`config.mk`:
```
export PLATFORM = sky130hd
export DESIGN_NAME = sa_tile_ctrl_flat
export DESIGN_NICKNAME = d
export VERILOG_FILES = /design/src/rtl/sa_tile_ctrl_if.sv /design/src/rtl/sa_tile_ctrl.sv /design/src/flat_wrapper.sv
export SDC_FILE = /design/constraint.sdc
export NUM_CORES = 1
export LEC_CHECK = 0
export ABC_AREA = 1
export CAP_MARGIN = 20
export CORE_MARGIN = 2
export CORE_UTILIZATION = 42
export CTS_CLUSTER_DIAMETER = 80
export DETAILED_ROUTE_END_ITERATION = 7
export PLACE_DENSITY = 0.68
export SKIP_CTS_REPAIR_TIMING = 1
export SYNTH_ARGS = -nofsm -noshare
export SYNTH_HDL_FRONTEND = slang
export SYNTH_SLANG_ARGS = --single-unit
```
`constraint.sdc`:
```
create_clock -name clk -period 1.98 [get_ports clk]
set_clock_uncertainty 0.15 [all_clocks]
set_input_delay 0.396 -clock clk [delete_from_list [all_inputs] [get_ports clk]]
set_output_delay 0.396 -clock clk [all_outputs]
set_load 0.02 [all_outputs]
```
`src/rtl/sa_tile_ctrl_if.sv`:
```
// Command, operand-read, MAC-enable and drain bundle for the
// systolic-array tile sequencer. The controller connects to the
// slave modport. The host, operand buffers and array use master.
interface sa_tile_ctrl_if #(
  parameter int ROWS = 4,
  parameter int COLS = 4,
  parameter int K_W  = 8
);
  localparam int NDIAG = ROWS + COLS - 1;
  localparam int ROW_W = (ROWS > 1) ? $clog2(ROWS) : 1;

  logic             start;
  logic [K_W-1:0]   k_len;
  logic             ready;
  logic             mac_clr;
  logic             rd_en;
  logic [K_W-1:0]   rd_addr;
  logic [NDIAG-1:0] diag_en;
  logic             out_valid;
  logic [ROW_W-1:0] out_row;
  logic             out_ready;
  logic             done;

  modport master (
    output start, k_len, out_ready,
    input  ready, mac_clr, rd_en, rd_addr, diag_en, out_valid, out_row, done
  );

  modport slave (
    input  start, k_len, out_ready,
    output ready, mac_clr, rd_en, rd_addr, diag_en, out_valid, out_row, done
  );
endinterface

```
`src/rtl/sa_tile_ctrl.sv`:
```
// Tile-pass sequencer for a ROWS x COLS systolic MAC array.
// A pass runs in this order:
//   clear -> K operand reads -> wavefront flush -> row drain -> done.
// Optional macro SA_TILE_CTRL_PERF_EN adds a saturating 32-bit
// perf_cycles counter that counts the cycles spent in the pass.
module sa_tile_ctrl #(
  parameter int ROWS   = 4,
  parameter int COLS   = 4,
  parameter int K_W    = 8,
  parameter int RD_LAT = 1
) (
  input  logic                clk,
  input  logic                rst,
  sa_tile_ctrl_if.slave       bus
`ifdef SA_TILE_CTRL_PERF_EN
  ,
  output logic [31:0]         perf_cycles
`endif
);
  localparam int NDIAG   = ROWS + COLS - 1;
  localparam int ROW_W   = (ROWS > 1) ? $clog2(ROWS) : 1;
  // Flush covers the read latency plus the full wavefront travel.
  localparam int FLUSH_N = RD_LAT + NDIAG;
  localparam int FC_W    = $clog2(FLUSH_N + 1);
  // One shift chain: the first RD_LAT taps model the read pipeline.
  // The remaining taps are the per-diagonal enables.
  localparam int SR_W    = RD_LAT + NDIAG - 1;

  typedef enum logic [2:0] {
    S_IDLE, S_CLEAR, S_FEED, S_FLUSH, S_DRAIN, S_DONE
  } state_t;

  state_t           r_state, w_state_nxt;
  logic [K_W-1:0]   r_k;
  logic [K_W-1:0]   r_rd_addr;
  logic [FC_W-1:0]  r_flush_cnt;
  logic [ROW_W-1:0] r_out_row;
  logic [SR_W-1:0]  r_sr;
  logic             w_rd_en;
  logic             w_feed_last;
  logic             w_row_last;
  logic             w_accept;

  assign w_accept    = (r_state == S_IDLE) && bus.start;
  assign w_rd_en     = (r_state == S_FEED);
  // K is nonzero whenever FEED is entered, so K-1 never underflows here.
  assign w_feed_last = (r_rd_addr == r_k - K_W'(1));
  assign w_row_last  = (r_out_row == ROW_W'(ROWS - 1));

  // State register
  always_ff @(posedge clk) begin
    if (rst) r_state <= S_IDLE;
    else     r_state <= w_state_nxt;
  end

  // Next-state decode
  always_comb begin
    w_state_nxt = r_state;
    unique case (r_state)
      S_IDLE:  if (bus.start) w_state_nxt = S_CLEAR;
      S_CLEAR: w_state_nxt = (r_k != '0) ? S_FEED : S_FLUSH;
      S_FEED:  if (w_feed_last) w_state_nxt = S_FLUSH;
      S_FLUSH: if (r_flush_cnt == '0) w_state_nxt = S_DRAIN;
      S_DRAIN: if (bus.out_ready && w_row_last) w_state_nxt = S_DONE;
      S_DONE:  w_state_nxt = S_IDLE;
      default: w_state_nxt = S_IDLE;
    endcase
  end

  // Latch the reduction length when a command is accepted
  always_ff @(posedge clk) begin
    if (rst)           r_k <= '0;
    else if (w_accept) r_k <= bus.k_len;
  end

  // Read index: counts through FEED and returns to 0 when FEED is left
  always_ff @(posedge clk) begin
    if (rst)                        r_rd_addr <= '0;
    else if (w_rd_en && !w_feed_last) r_rd_addr <= r_rd_addr + K_W'(1);
    else                            r_rd_addr <= '0;
  end

  // Flush down-counter, loaded on entry so FLUSH lasts exactly FLUSH_N cycles
  always_ff @(posedge clk) begin
    if (rst)
      r_flush_cnt <= '0;
    else if (w_state_nxt == S_FLUSH && r_state != S_FLUSH)
      r_flush_cnt <= FC_W'(FLUSH_N - 1);
    else if (r_state == S_FLUSH && r_flush_cnt != '0)
      r_flush_cnt <= r_flush_cnt - FC_W'(1);
  end

  // Drain row index advances on each accepted beat and wraps to 0 after the last row
  always_ff @(posedge clk) begin
    if (rst)
      r_out_row <= '0;
    else if (r_state == S_DRAIN && bus.out_ready)
      r_out_row <= w_row_last ? '0 : r_out_row + ROW_W'(1);
  end

  // Read-latency pipeline and diagonal wavefront, shifted every cycle
  always_ff @(posedge clk) begin
    if (rst) r_sr <= '0;
    else     r_sr <= SR_W'({r_sr, w_rd_en});
  end

  assign bus.ready     = (r_state == S_IDLE);
  assign bus.mac_clr   = (r_state == S_CLEAR);
  assign bus.rd_en     = w_rd_en;
  assign bus.rd_addr   = r_rd_addr;
  assign bus.diag_en   = r_sr[SR_W-1 -: NDIAG];
  assign bus.out_valid = (r_state == S_DRAIN);
  assign bus.out_row   = r_out_row;
  assign bus.done      = (r_state == S_DONE);

`ifdef SA_TILE_CTRL_PERF_EN
  logic [31:0] r_perf;

  // Pass-length counter: zeroed on accept, saturating, frozen while idle
  always_ff @(posedge clk) begin
    if (rst)
      r_perf <= '0;
    else if (r_state == S_IDLE) begin
      if (bus.start) r_perf <= '0;
    end else if (r_perf != 32'hFFFF_FFFF)
      r_perf <= r_perf + 32'd1;
  end

  assign perf_cycles = r_perf;
`endif
endmodule

```
`src/flat_wrapper.sv`:
```
// flat-port wrapper written by rule: the top's interface ports become plain ports
module sa_tile_ctrl_flat 
#(
  parameter int ROWS   = 4,
  parameter int COLS   = 4,
  parameter int K_W    = 8,
  parameter int RD_LAT = 1
)
  (clk, rst, bus_start, bus_k_len, bus_out_ready, bus_ready, bus_mac_clr, bus_rd_en, bus_rd_addr, bus_diag_en, bus_out_valid, bus_out_row, bus_done);
  sa_tile_ctrl_if #(.ROWS(ROWS), .COLS(COLS), .K_W(K_W)) bus_i ();
  input  logic clk;
  input  logic rst;
  input wire logic [$bits(bus_i.start)-1:0] bus_start;
  input wire logic [$bits(bus_i.k_len)-1:0] bus_k_len;
  input wire logic [$bits(bus_i.out_ready)-1:0] bus_out_ready;
  output wire logic [$bits(bus_i.ready)-1:0] bus_ready;
  output wire logic [$bits(bus_i.mac_clr)-1:0] bus_mac_clr;
  output wire logic [$bits(bus_i.rd_en)-1:0] bus_rd_en;
  output wire logic [$bits(bus_i.rd_addr)-1:0] bus_rd_addr;
  output wire logic [$bits(bus_i.diag_en)-1:0] bus_diag_en;
  output wire logic [$bits(bus_i.out_valid)-1:0] bus_out_valid;
  output wire logic [$bits(bus_i.out_row)-1:0] bus_out_row;
  output wire logic [$bits(bus_i.done)-1:0] bus_done;
  assign bus_i.start = bus_start;
  assign bus_i.k_len = bus_k_len;
  assign bus_i.out_ready = bus_out_ready;
  assign bus_ready = bus_i.ready;
  assign bus_mac_clr = bus_i.mac_clr;
  assign bus_rd_en = bus_i.rd_en;
  assign bus_rd_addr = bus_i.rd_addr;
  assign bus_diag_en = bus_i.diag_en;
  assign bus_out_valid = bus_i.out_valid;
  assign bus_out_row = bus_i.out_row;
  assign bus_done = bus_i.done;
  sa_tile_ctrl #(.ROWS(ROWS), .COLS(COLS), .K_W(K_W), .RD_LAT(RD_LAT)) u_core (.clk(clk), .rst(rst), .bus(bus_i));
endmodule
```
* Word level (Yosys, flattened, before mapping)
Cells that the tools add are included.
** Operators by class
- Shift operators :: 0
- Multiply operators :: 0
- Mux-type cells :: 9
- Reduce and logical (&&, ||, !) cells :: 14
- Bitwise gates (word level) :: 1
- Add/sub/neg operators :: 4
- Order comparisons :: 0
- Eq/ne operators :: 9
- Div/mod/pow operators :: 0
** Operators with widths (number)
- 3-bit two-way mux :: 6
- 3-bit one-hot mux with 5 select lines :: 1
- 3-bit by 2-bit == test with 1-bit output, second input constant :: 3
- 8-bit by 1-bit adder with 8-bit output, second input constant :: 1
- 8-bit == test :: 1
- 8-bit nonzero test :: 1
- 8-bit by 1-bit subtractor with 8-bit output, second input constant :: 1
- 3-bit == test, second input constant :: 2
- 1-bit logical AND :: 6
- 4-bit logical NOT :: 1
- 4-bit nonzero test :: 1
- 2-bit OR reduction :: 2
- 4-bit by 1-bit subtractor with 4-bit output, second input constant :: 1
- 3-bit by 1-bit == test with 1-bit output, second input constant :: 1
- 3-bit logical NOT :: 1
- 3-bit by 2-bit inequality test with 1-bit output, second input constant :: 1
- 2-bit by 1-bit adder with 2-bit output, second input constant :: 1
- 2-bit == test, second input constant :: 1
- 2-bit two-way mux :: 1
- 2-bit nonzero test :: 1
- 1-bit logical NOT :: 1
- 1-bit two-way mux :: 1
- 1-bit inverter :: 1
** Storage, ports and cells
- Flip-flop bits (word level) :: 32
- Bits in read-only memories :: 0
- Bits in latches :: 0
- Output and inout port bits :: 22
- Memories kept :: 0
- Memory bits (writable) :: 0

* Longest topological paths before layout
- Depth in word-level cells :: 7
- Gate-level depth with buffers :: 13

* Worst setup path after synthesis
Ideal clock, no wire load.
- Kind :: flip-flop to flip-flop
- Start point :: register u_core.r_k[0]
- End point :: register u_core.r_flush_cnt[0]
- Buffers on the path :: 0
- Arrival :: 1468 ps
- Library setup time :: 68 ps
- Data required time :: 1762 ps
- Setup slack :: 294 ps
- Stages on the path, launching flop included :: 12
- Path through :: dfxtp_1 inv_2 ha_1 nand2_1 nand2_1 nor2_2 nand4_2 nor2_2 nand3_2 nand2_2 nand2_4 a21oi_2
** Between the ends
- Longest elaborated chain between the ends :: 7
** RTL lines
- start, declared :: RTL line sa_tile_ctrl.sv:34 : logic [K_W-1:0] r_k;
- start signal, assigned :: RTL line sa_tile_ctrl.sv:73 : else if (w_accept) r_k <= bus.k_len;
- 8-bit by 1-bit subtractor with 8-bit output :: RTL line sa_tile_ctrl.sv:47 : assign w_feed_last = (r_rd_addr == r_k - K_W'(1));
- 8-bit == test :: RTL line sa_tile_ctrl.sv:47
- 3-bit two-way mux :: RTL line sa_tile_ctrl.sv:62 : S_FEED: if (w_feed_last) w_state_nxt = S_FLUSH;
- 3-bit one-hot mux with 5 select lines (*) :: RTL line sa_tile_ctrl.sv:59 : unique case (r_state)
- 3-bit by 2-bit == test with 1-bit output (*) :: RTL line sa_tile_ctrl.sv:87 : else if (w_state_nxt == S_FLUSH && r_state != S_FLUSH)
- 1-bit logical AND (*) :: RTL line sa_tile_ctrl.sv:87
- 3-bit two-way mux or 2-bit nonzero test (tied branches)
- end signal, assigned :: RTL line sa_tile_ctrl.sv:88 : r_flush_cnt <= FC_W'(FLUSH_N - 1);
- end signal, assigned :: RTL line sa_tile_ctrl.sv:90 : r_flush_cnt <= r_flush_cnt - FC_W'(1);
- end, declared :: RTL line sa_tile_ctrl.sv:36 : logic [FC_W-1:0] r_flush_cnt;
Mark *: on every way between the ends. The rest lies on a longest branch, timed or not.
A chain may end at the register's enable or synchronous reset.

* Final worst setup path
- Start point :: register u_core.r_rd_addr[5], in the netlist u_core.bus.rd_addr[5]
- End point :: output bus_rd_addr[5]
** RTL lines
- start, declared :: RTL line sa_tile_ctrl.sv:35 : logic [K_W-1:0] r_rd_addr;
- start signal, assigned :: RTL line sa_tile_ctrl.sv:79 : else if (w_rd_en && !w_feed_last) r_rd_addr <= r_rd_addr + K_W'(1);
- end, declared :: RTL line flat_wrapper.sv:19 : output wire logic [$bits(bus_i.rd_addr)-1:0] bus_rd_addr;
No word-level cell between the ends.

==> metrics.md <==
| Metric | Value |
|---|---|
| R2R Path End | `u_core.r_flush_cnt[1]$_SDFFE_PP0P_` |
| CTS tree | `yes` |
| Max incr delay on CP | `roughly 0.65 ns` |
| Synth warn | `0` |
| Leak Pwr | `approximately 0.96 nW` |
| H-tree levels | `2` |
| Syn nets | `~240` |
| Synth Instances | `around 230` |
| Total CTS buffers | `5` |
| Hold path endpoint | `u_core.bus.diag_en[3]$_SDFF_PP0_` |
| Via Count | `1469` |
| Crit-path slowest cell | `clkdlybuf4s50_1` |
| # port buffers | `33` |
| WL final | `~3400 um` |
| Count of final hold-check violations | `0` |
| Outcome | `complete, no violations` |
| Grt total ovfl | `0` |
| Tot GR Track Use | `between 10% and 20%` |
| Worst EP required | `~1.4 ns` |
| Worst Setup End Kind | `primary output` |
| VDD IR max | `between 0.3 and 0.4 mV` |
| Hold_sp | `u_core.bus.diag_en[2]$_SDFF_PP0_` |
| Clk pin slew, worst setup/hold paths | `roughly 0.06 ns` |
| CP top delay family | `buffers and inverters` |
| DR pass1 iterations | `4` |
| RSZ-0062 raised after global routing | `false` |
| Initial DRC Count | `37` |
| Syn Std Cell Area | `between 1500 and 2000 um2` |
| RR Startpoint | `u_core.r_k[0]$_SDFFE_PP0P_` |
| Final Setup Violations | `0` |
| CTS Sinks | `32` |
| Pre-CTS setup slack | `0.135 ns` |
| Post-synthesis register bit count | `32` |
| Skew-Pair Late Insertion Delay | `around 0.28 ns` |
| Die area | `4380 um2` |
| Worst Path Buf+Inv | `1` |
| Fin crit share | `between 90% and 100%` |
| Max Cap Viol | `0` |
| Yosys top cell area share | `39.5%` |
| Cell row count | `22` |
| Worst setup path class | `reg2out` |
| Via-per-instance ratio | `roughly 4.6` |
| Area post-placement | `2030 um2` |
| Root Buffer | `clkbuf_8` |
| Number of I/O pins | `34` |
| Fin worst setup slack | `0.0494 ns` |
| Final #Nets | `285` |
| # diodes | `0` |
| Slew margin rel. | `around 80%` |
| Initial core utilization | `around 44%` |
| Register area share after synthesis | `about 39%` |
| Post-Route Utilization | `between 50% and 60%` |
| Synthesized area per cell | `between 7 and 8 um2` |
| Distinct cells, synth | `28` |
| R2R Setup Slk | `0.17 ns` |
| Worst Path Arrival | `about 1.4 ns` |
| Pin count of the biggest net entering global routing | `16` |
| Crit path cell chain | `clkdlybuf4s50_1` |
| Critical Path Fanout Max | `5` |
| Die X | `between 60 and 70 um` |
| Placer Congestion | `0.792` |
| PD cells | `771 nW/um2` |
| Min Tclk post-route | `1.93 ns` |
| Synth area leader | `dfxtp_1` |
| Fin area | `2140 um2` |
| Layout area overhead | `32.1%` |
| Max Clk Rate | `between 500 and 600 MHz` |
| Worst Hold Depth | `2` |
| CORE AREA | `3690 um2` |
| Routed WL per cell | `approximately 11 um` |
| Worst reg2reg path depth | `12` |
| Remaining antenna violation count | `0` |
| Initial antenna violation count | `0` |
| Slew Viols, Final | `0` |
| Worst-margin pin slew | `around 0.32 ns` |
| HPWL after detailed placement | `around 2600 um` |
| CP Launch Type | `register` |
| Worst hold path type | `reg2reg` |
| Vias in the first global route | `about 1300` |
| CTS Buffer Depth | `2` |
| # DRC | `0` |
| First-pass GRT wire length | `5700 um` |
| Largest cells by area after synthesis | `dfxtp_1 (39%), nand2_1 (12%), inv_1 (7.6%), nor2_1 (5.1%), a21oi_1 (4.6%)` |
| Die height | `approximately 66 um` |
| Layout cells sized above 1 | `between 15 and 20%` |
## final cells by class
class                      count  area [um2]
inverter                      40         151
sequential                    32         642
timing repair buffer          37         373
tap                           48        60.1
multi-input combinational    153         821
fill                         371        1550
clock buffer                   7        96.3
## cell usage after synthesis (all sizes together)
master / number
nor3: 6
xor2: 5
o211a: 1
a21oi: 18
nor2: 30
a31oi: 1
dfxtp: 32
nand4: 4
nand2: 56
inv: 39
nand3: 12
clkinv: 1
clkbuf: 1
buf: 2
xnor2: 2
ha: 4
o21ai: 13
nor3b: 1
## kinds of logic after synthesis
logic type	count (synthesis)	synth area share, %
and+or+nand+nor	109	32.3
buffers and inverters	43	10.1
AOI/OAI and AO/OA	33	11.3
DFF	32	39.5
xor gates and xnor gates	7	3.78
adders and majority gates	4	3.08
## where the power goes
| group | switching, mW | internal [mW] |
|---|---|---|
| logic | 0.238 | 0.160 |
| registers | 0.0390 | 0.683 |
| clock network | 0.223 | 0.309 |
## sequential cells by signal, summed over array words and instances, names as in the netlist
name	cells
u_core.bus.rd_addr	8
u_core.r_k	8
u_core.bus.diag_en	7
u_core.r_flush_cnt	4
u_core.r_state	3
u_core.bus.out_row	2
## per-stage QoR
step	hold slack (ns)	total power, mW	setup TNS (ns)	std cells
6_report	0.270	1.65	0	317
5_1_grt	0.286	1.76	0	317
4_1_cts	0.275	1.67	-0.718	317
3_5_place_dp	0.262	1.13	0	310
3_3_place_gp	0.260	1.13	0	310
2_1_floorplan	0.314	1.01	0	228
## cells in the final DEF, fill, tap and decap left out
cell type        Yosys  final
dlymetal6s2s_1       0      5
nor3_2               4      4
xnor2_1              2      2
nand3_2              1      1
dfxtp_2              0      1
a21oi_1             15     15
dfxtp_1             32     31
nor3b_1              1      1
ha_2                 0      1
nand2_1             51     51
inv_2                6      6
buf_4                0      4
nand2_4              1      1
nand4_1              3      3
o211a_1              1      1
a21oi_2              3      3
o21ai_0             13     13
nor3_1               2      2
ha_1                 4      3
nand4_2              1      1
clkbuf_8             0      7
nor2_4               2      2
a31oi_1              1      1
xor2_1               5      5
nor2_1              22     22
nand2_2              4      4
inv_1               33     33
clkinv_2             1      1
clkdlybuf4s50_1      0     28
nand3_1             11     11
nor2_2               6      6
## how the worst max path moves through the flow
stage | depth (start not counted) | from | end | slack (ns)
floorplan | 11 | u_core.r_k[0]$_SDFFE_PP0P_ | u_core.r_flush_cnt[0]$_SDFFE_PP0P_ | 0.29
global placement | 3 | u_core.r_state[2]$_SDFF_PP0_ | bus_out_valid | 0.16
detailed placement | 5 | u_core.r_state[0]$_SDFF_PP0_ | bus_mac_clr | 0.13
CTS | 5 | u_core.r_state[0]$_SDFF_PP0_ | bus_mac_clr | -0.17
global route | 12 | u_core.r_k[0]$_SDFFE_PP0P_ | u_core.r_flush_cnt[0]$_SDFFE_PP0P_ | 0.008
finish | 1 | u_core.bus.rd_addr[5]$_SDFF_PP0_ | bus_rd_addr[5] | 0.05
## per-layer routing
metal	routed length (um)	up-vias	global-route usage (%)
met5	0	-	0
met4	61	0	8.42
met3	178	5	3.58
met2	1380	37	25.1
met1	1790	632	24.2
li1	-	795	-
No activity file was read; power rests on OpenSTA's default activity.
